==> config.mk <==
export PLATFORM = sky130hd
export DESIGN_NAME = pi_i2s_rx_flat
export DESIGN_NICKNAME = d
export VERILOG_FILES = /design/src/rtl/pi_i2s_rx_if.sv /design/src/rtl/pi_i2s_rx.sv /design/src/flat_wrapper.sv
export SDC_FILE = /design/constraint.sdc
export NUM_CORES = 1
export LEC_CHECK = 0
export BUFFER_PORTS_ARGS = -buffer_cell sky130_fd_sc_hd__buf_4
export CAP_MARGIN = 0
export CELL_PAD_IN_SITES_DETAIL_PLACEMENT = 1
export CELL_PAD_IN_SITES_GLOBAL_PLACEMENT = 1
export CORE_MARGIN = 3
export CORE_UTILIZATION = 30
export DETAILED_ROUTE_END_ITERATION = 6
export MAX_ROUTING_LAYER = met4
export PLACE_DENSITY_LB_ADDON = 0.1
export SETUP_SLACK_MARGIN = 0.5
export SLEW_MARGIN = 10
export SYNTH_ARGS = -nofsm -noshare
export SYNTH_HDL_FRONTEND = slang
export SYNTH_SLANG_ARGS = --single-unit
==> constraint.sdc <==
create_clock -name clk_peripheral -period 4.6 [get_ports clk_peripheral]
set_clock_uncertainty 0.2 [all_clocks]
set_input_delay 0.23 -clock clk_peripheral [delete_from_list [all_inputs] [get_ports clk_peripheral]]
set_output_delay 0.23 -clock clk_peripheral [all_outputs]
set_load 0.01 [all_outputs]
==> src/rtl/pi_i2s_rx_if.sv <==
// Stereo frame channel from the I2S receiver to the audio mixer.
// Valid/ready: the master holds sample_valid with sample_l/sample_r stable until a clock edge sees
// sample_valid & sample_ready; that edge transfers the frame and the master may present the next one on it.
interface pi_i2s_rx_if #(
    parameter int DATA_WIDTH = 16
);
    logic [DATA_WIDTH-1:0] sample_l;
    logic [DATA_WIDTH-1:0] sample_r;
    logic                  sample_valid;
    logic                  sample_ready;

    modport master (
        output sample_l,
        output sample_r,
        output sample_valid,
        input  sample_ready
    );

    modport slave (
        input  sample_l,
        input  sample_r,
        input  sample_valid,
        output sample_ready
    );
endinterface

==> src/rtl/pi_i2s_rx.sv <==
// Philips I2S receiver for the Pi GPIO audio stream: synchronises sclk/wclk/dout,
// deserialises left/right words and hands complete stereo frames to the mixer.
module pi_i2s_rx #(
    parameter int DATA_WIDTH  = 16,
    parameter int SYNC_STAGES = 2,
    parameter int TIMEOUT     = 4096
) (
    input  logic        clk_peripheral,
    input  logic        reset,
    input  logic        i2s_sclk,
    input  logic        i2s_wclk,
    input  logic        i2s_dout,
    pi_i2s_rx_if.master smp,
    output logic        link_up,
    output logic        overrun,
    input  logic        clear_ovr,
    output logic        fsm_state
);
    localparam int TW = $clog2(TIMEOUT + 1);

    typedef enum logic { HUNT = 1'b0, RUN = 1'b1 } state_t;

    state_t                 state, state_n;
    logic [SYNC_STAGES-1:0] sclk_q, wclk_q, dout_q;
    logic                   sclk_s, wclk_s, dout_s, sclk_d1;
    logic                   rise, w_prev, w_chg;
    logic [TW-1:0]          idle_cnt;
    logic                   expire;
    logic [DATA_WIDTH-1:0]  shift, word_next, hold_l, hold_r;
    logic [5:0]             bit_idx;
    logic                   ch, have_l, frame_done;
    logic                   lock, word_end, bit_take;

    // All three inputs see the same delay so a rise samples wclk/dout aligned with sclk.
    always_ff @(posedge clk_peripheral) begin
        if (reset) begin
            sclk_q  <= '0;
            wclk_q  <= '0;
            dout_q  <= '0;
            sclk_d1 <= 1'b0;
        end else begin
            sclk_q  <= {sclk_q[SYNC_STAGES-2:0], i2s_sclk};
            wclk_q  <= {wclk_q[SYNC_STAGES-2:0], i2s_wclk};
            dout_q  <= {dout_q[SYNC_STAGES-2:0], i2s_dout};
            sclk_d1 <= sclk_s;
        end
    end

    assign sclk_s = sclk_q[SYNC_STAGES-1];
    assign wclk_s = wclk_q[SYNC_STAGES-1];
    assign dout_s = dout_q[SYNC_STAGES-1];
    assign rise   = sclk_s & ~sclk_d1;
    assign w_chg  = wclk_s != w_prev;
    assign expire = (idle_cnt == TW'(TIMEOUT - 1)) & ~rise;

    always_ff @(posedge clk_peripheral) begin
        if (reset) state <= HUNT;
        else       state <= state_n;
    end

    always_comb begin
        state_n  = state;
        lock     = 1'b0;
        word_end = 1'b0;
        bit_take = 1'b0;
        if (rise) begin
            if (state == HUNT) begin
                if (w_chg) begin
                    state_n = RUN;
                    lock    = 1'b1;
                end
            end else if (w_chg) begin
                word_end = 1'b1;
            end else begin
                bit_take = 1'b1;
            end
        end else if (expire) begin
            state_n = HUNT;
        end
    end

    // Current shift register with this rise's bit placed; slots past DATA_WIDTH leave it untouched.
    always_comb begin
        word_next = shift;
        for (int i = 0; i < DATA_WIDTH; i++) begin
            if (bit_idx == 6'(DATA_WIDTH - 1 - i)) word_next[i] = dout_s;
        end
    end

    always_ff @(posedge clk_peripheral) begin
        if (reset) begin
            w_prev     <= 1'b0;
            idle_cnt   <= '0;
            shift      <= '0;
            bit_idx    <= '0;
            ch         <= 1'b0;
            have_l     <= 1'b0;
            hold_l     <= '0;
            hold_r     <= '0;
            frame_done <= 1'b0;
        end else begin
            frame_done <= 1'b0;
            if (rise) w_prev <= wclk_s;
            if (rise || expire) idle_cnt <= '0;
            else                idle_cnt <= idle_cnt + TW'(1);

            if (lock) begin
                shift   <= '0;
                bit_idx <= '0;
                ch      <= wclk_s;
                have_l  <= 1'b0;
            end else if (bit_take) begin
                shift <= word_next;
                if (bit_idx != 6'd63) bit_idx <= bit_idx + 6'd1;
            end else if (word_end) begin
                shift   <= '0;
                bit_idx <= '0;
                ch      <= wclk_s;
                if (!ch) begin
                    hold_l <= word_next;
                    have_l <= 1'b1;
                end else begin
                    hold_r <= word_next;
                    // A right word without a preceding left word is discarded here.
                    if (have_l) begin
                        frame_done <= 1'b1;
                        have_l     <= 1'b0;
                    end
                end
            end else if (expire) begin
                have_l <= 1'b0;
            end
        end
    end

    always_ff @(posedge clk_peripheral) begin
        if (reset) begin
            smp.sample_l     <= '0;
            smp.sample_r     <= '0;
            smp.sample_valid <= 1'b0;
            overrun          <= 1'b0;
        end else begin
            if (frame_done && (!smp.sample_valid || smp.sample_ready)) begin
                smp.sample_l     <= hold_l;
                smp.sample_r     <= hold_r;
                smp.sample_valid <= 1'b1;
            end else if (smp.sample_valid && smp.sample_ready) begin
                smp.sample_valid <= 1'b0;
            end

            if (frame_done && smp.sample_valid && !smp.sample_ready) overrun <= 1'b1;
            else if (clear_ovr)                                       overrun <= 1'b0;
        end
    end

    assign link_up   = (state == RUN);
    assign fsm_state = state;
endmodule

==> src/flat_wrapper.sv <==
// flat-port wrapper written by rule: the top's interface ports become plain ports
module pi_i2s_rx_flat 
#(
    parameter int DATA_WIDTH  = 16,
    parameter int SYNC_STAGES = 2,
    parameter int TIMEOUT     = 4096
)
  (clk_peripheral, reset, i2s_sclk, i2s_wclk, i2s_dout, link_up, overrun, clear_ovr, fsm_state, smp_sample_l, smp_sample_r, smp_sample_valid, smp_sample_ready);
  pi_i2s_rx_if #(.DATA_WIDTH(DATA_WIDTH)) smp_i ();
  input  logic clk_peripheral;
  input  logic reset;
  input  logic i2s_sclk;
  input  logic i2s_wclk;
  input  logic i2s_dout;
  output logic link_up;
  output logic overrun;
  input  logic clear_ovr;
  output logic fsm_state;
  output wire logic [$bits(smp_i.sample_l)-1:0] smp_sample_l;
  output wire logic [$bits(smp_i.sample_r)-1:0] smp_sample_r;
  output wire logic [$bits(smp_i.sample_valid)-1:0] smp_sample_valid;
  input wire logic [$bits(smp_i.sample_ready)-1:0] smp_sample_ready;
  assign smp_sample_l = smp_i.sample_l;
  assign smp_sample_r = smp_i.sample_r;
  assign smp_sample_valid = smp_i.sample_valid;
  assign smp_i.sample_ready = smp_sample_ready;
  pi_i2s_rx #(.DATA_WIDTH(DATA_WIDTH), .SYNC_STAGES(SYNC_STAGES), .TIMEOUT(TIMEOUT)) u_core (.clk_peripheral(clk_peripheral), .reset(reset), .i2s_sclk(i2s_sclk), .i2s_wclk(i2s_wclk), .i2s_dout(i2s_dout), .smp(smp_i), .link_up(link_up), .overrun(overrun), .clear_ovr(clear_ovr), .fsm_state(fsm_state));
endmodule
Yosys cells after proc, flatten, opt, wreduce, memory -nomap -nowiden. Index checks and enable logic that the tools add are counted.

Bits of input ports: 7. Bits in latches: 0. Output and inout bits: 36. Memory bits (writable): 0. ROM bits: 0. Register bits after elaboration: 113. Memories: 0.

Reduce and logical (&&, ||, !) cells: 23. Equal/unequal tests: 20. Muxes and demuxes: 42. Multiply operators: 0. $lt $le $gt $ge: 0. Shift-type cells: 0. $add $sub $neg: 2. Bitwise logic cells: 8. Divide/modulo/power cells: 0.

Operator list (number): $eq 6x4->1 const B (8); $mux 1 (37); $mux 16 (2); $eq 6x3->1 const B (4); $mux 6 (3); $add 13x1->13 const B (1); $eq 13x12->1 const B (1); $eq 6x2->1 const B (2); $reduce_bool 2->1 (6); $reduce_and 4->1 (2); $add 6x1->6 const B (1); $eq 6x1->1 const B (1); $logic_not 6->1 (1); $ne 6x6->1 const B (1); $not 1->1 (6); $reduce_and 2->1 (3); $reduce_or 5->1 (1); $logic_and 1x1->1 (4); $reduce_or 2->1 (2); $and 1x1->1 (2); $logic_not 1->1 (2); $logic_or 1x1->1 (2); $ne 2x1->1 const B (1); $ne 2x2->1 const B (1); $ne 1x1->1 (1).

Logic depth before layout (Yosys ltp).
Depth in word-level cells: 7. Gate-level depth with buffers: 7. Mapped depth without buffers: 5.

Worst setup path before layout. No wires, ideal clock.

Path kind: flip-flop to flip-flop. From: reg u_core.state (netlist: u_core.fsm_state). To: reg u_core.hold_r[12]. Arrival: 1352 ps. Clock period less this slack: 1698 ps. Setup slack: 2902 ps. Cell stages (with the launch flop): 7. Setup time: 146 ps. Buffers on the path: 3. Cell sequence: dfxtp_1 > and3b_1 > clkbuf_1 > and3_1 > buf_4 > buf_2 > a211oi_1.

Word-level cells in the longest chain between the ends: 4. Elaborated cells on any way between the ends: 9. Those cells by class: mux: 6; bitwise: 2; reduce/logical: 1.

Ends and longest elaborated chain: from (decl) (line pi_i2s_rx.sv:23) `state_t state, state_n;`; from (signal assigned) (line pi_i2s_rx.sv:58) `else state <= state_n;`; $mux 1 (line pi_i2s_rx.sv:67) `if (state == HUNT) begin`; $mux 1 (line pi_i2s_rx.sv:66) `if (rise) begin`; $not 1->1 (no source line); $reduce_and 4->1 (no source line) *; to (signal assigned) (line pi_i2s_rx.sv:123) `hold_r <= word_next;`; to (decl) (line pi_i2s_rx.sv:29) `logic [DATA_WIDTH-1:0] shift, word_next, hold_l, hold_r;`.

Mark *: on every way between the ends. The rest lies on a longest branch, timed or not. A chain may end at the register's enable or synchronous reset.

Worst setup path after layout.
From: reg u_core.bit_idx[4]. To: reg u_core.hold_r[10].

Word-level cells in the longest chain between the ends: 2.

Ends and longest elaborated chain: from (decl) (line pi_i2s_rx.sv:30) `logic [5:0] bit_idx;`; from (signal assigned) (line pi_i2s_rx.sv:114) `if (bit_idx != 6'd63) bit_idx <= bit_idx + 6'd1;`; $eq 6x3->1 (line pi_i2s_rx.sv:86) `if (bit_idx == 6'(DATA_WIDTH - 1 - i)) word_next[i] = dout_s;`; $mux 1 (line pi_i2s_rx.sv:86).

No other way between the ends.

==> out/results.ini <==
[global_routing]
antenna_found_initial=0
grt_pass1_vias=3565
grt_use_total_pct=14.5
grt_max_degree=82
grt_overflow=0
grt_pass1_wl_um=18100

[synthesis]
ys_ff_latch=113
synth_area_per_cell_sq_um=9.28
synthSimpleGateAreaFrac_pct=19.8
syn_inst=486
synth_xor_area_share_pct=3.05
synth-edff-count=0
yosysSeqAreaShare_pct=50.2
synth_compound_area_share_pct=17.6
syn_area_sq_um=4510
synth-adder-area-share_pct=1.66
synth_nets=499
muxShareOfSynthArea_pct=3.55
synth_top_area_share_pct=50.2
ys_types=42
synth_ff_type=dfxtp_1
yosysTopAreaCell=dfxtp_1
ys_async_sr_fraction_pct=0
synth_top_family_by_area=simple AND/OR/NAND/NOR gates
ys_top_cells_by_area=dfxtp_1 50%, a211oi_2 6.4%, nand2_1 6.3%, nor2_1 4.4%, a21oi_1 4.3%
synth_warnings=0

[clock_network]
htree_levels=4
cts_tree=done
cts.clk_slew.worst_paths_ns=0.05
hold_buffers=6
ctsResizeCount=0
cts.path.max_buffers=2
cts-buffers-inserted=17
clk_latency_ns=0.41
cts_root_buffer=clkbuf_16
postCtsSetupBuffers=0
clock-sinks=113

[hold_path]
hold_class=reg -> reg
whs_path_depth=1

[placed_design]
io_buffer_count=42
dp_cells=685
place_congestion=0.769
dp_slack_ns=2.17
hpwlAfterDp_um=7200

[critical_path]
arrival_ns=2.36
end_kind=register
cp_num_cells=4
cpPeakStageDelay_ns=0.82
path_delay_family=simple AND/OR/NAND/NOR gates
cp-start-kind=register
cp_max_fo=16
critical_path_buf_inv_count=0
crit_type=reg -> reg
cp_slowest_cell=nor2_1
path_cells=nor2_1 -> nand3_1 -> mux2i_1 -> a211oi_2
reg2reg_depth=4
critPathRequiredTime_ns=4.65

[floorplan]
io_pins=43
core_sq_um=14600
start_util_pct=30.8
num_rows=44
die_w_um=129
die_h_um=129
die-area_sq_um=16500

[detailed_routing]
drc=0
via_count=3504
viasPerCell=4.85
wl_per_cell_um=14.9
drt_iter0_markers=116
totalWireLength_um=10800
first_pass_iters=4
ant_nets=0

[timing]
max_slew_margin_pct=21.4
fin_crit_sh_pct=50.2
period_minus_slack_ns=2.31
tns_ns=0
worstMarginPinSlew_ns=1.18
slew_viol_final=0
grt_setup_unrepaired=no
setup_slack_ns=2.29
fmax_mhz=433
setup_viol=0
timing.hold.ws_ns=0.238
hold_violations=0

[pwr]
power.leakage_nw=2.00
power_w=0.00228
vdd_drop_max_v=0.000241
powerDensity_nw_per_um2=411

[layout]
final_common_cell=dfxtp_1
area_growth_pct=23.1
drive_above_1_share_pct=19.9
layout_common_cells=113 x dfxtp_1, 76 x nand2_1, 53 x nor2_1, 46 x buf_4, 39 x a21oi_1
final_cells=722
nNetsFinal=539
n_antenna_cell=0

[run_status]
status=completed

[flow_run]
maxCapViolCount=0

-- state kept, by name, indices dropped and copies added (netlist names), 2 cells and up --
signal and flops:
u_core.bit_idx 6, u_core.dout_q 2, u_core.hold_l 16, u_core.hold_r 16
u_core.idle_cnt 13, u_core.sclk_q 2, u_core.shift 16, u_core.smp.sample_l 16
u_core.smp.sample_r 16, u_core.wclk_q 2
-- synthesized netlist by cell type (all sizes together) (5+ instances only) --
library cell,number
nand2,76
mux2i,16
o21ai,6
nor3,8
xor2,5
ha,6
a211oi,33
dfxtp,113
a21oi,39
inv,7
clkbuf,16
xnor2,9
nor2b,13
o2bb2ai,16
buf,15
nor2,56
nand3,25
-- layer usage --
layer  vias up  routed length [um]  global-route usage [%]
li1       1762                   -                       -
met1      1693                4970                    17.0
met2        36                5370                    23.0
met3        13                 297                    4.61
met4         0                 143                    5.93
met5         -                   0                       -
-- where the power goes --
group          switching [W]  internal, W
clock               0.000427     0.000821
combinational      0.0000287    0.0000134
sequential        0.00000595     0.000986
-- worst paths after layout --
path,startpoint,slack (ns),to
worst min-delay path,u_core.sclk_q[0]$_SDFF_PP0_,0.24,u_core.sclk_q[1]$_SDFF_PP0_
worst max register to register,u_core.bit_idx[4]$_SDFFE_PP0P_,2.29,u_core.hold_r[10]$_SDFFE_PP0P_
worst max-delay path,u_core.bit_idx[4]$_SDFFE_PP0P_,2.29,u_core.hold_r[10]$_SDFFE_PP0P_
worst min register to register,u_core.sclk_q[0]$_SDFF_PP0_,0.24,u_core.sclk_q[1]$_SDFF_PP0_
-- cells by family (layout without fill, tap and decap cells) --
family | after synthesis | count (layout)
compound gates | 102 | 102
xor+xnor | 14 | 14
fa+ha+maj | 6 | 6
buf+inv | 38 | 90
flops | 113 | 113
mux | 16 | 16
simple gates | 197 | 197
-- per-stage QoR --
| stage | area (sq um) | util [%] |
|---|---|---|
| final | 5550 | 37.9 |
| after global routing | 5550 | 37.9 |
| after CTS | 5550 | 37.9 |
| after detailed placement | 4920 | 33.6 |
| after global placement | 4920 | 33.6 |
| after floorplan | 4510 | - |
-- worst reg2reg max path, delay by kind of cell, from the launching register on --
family	cells	cell delay (ns)
compound gates	1	0.13
mux	1	0.44
flops	1	0.34
simple gates	2	1.05
-- area by class of cell --
type	count	area (sq um)
multi-input combinational	335	2060
clock inverter	5	50.0
clock buffer	26	519
inverter	7	26.3
fill	1656	9090
tap	184	230
sequential	113	2260
timing repair buffer	52	405
Note: power is estimated with default switching activity, not from simulation.
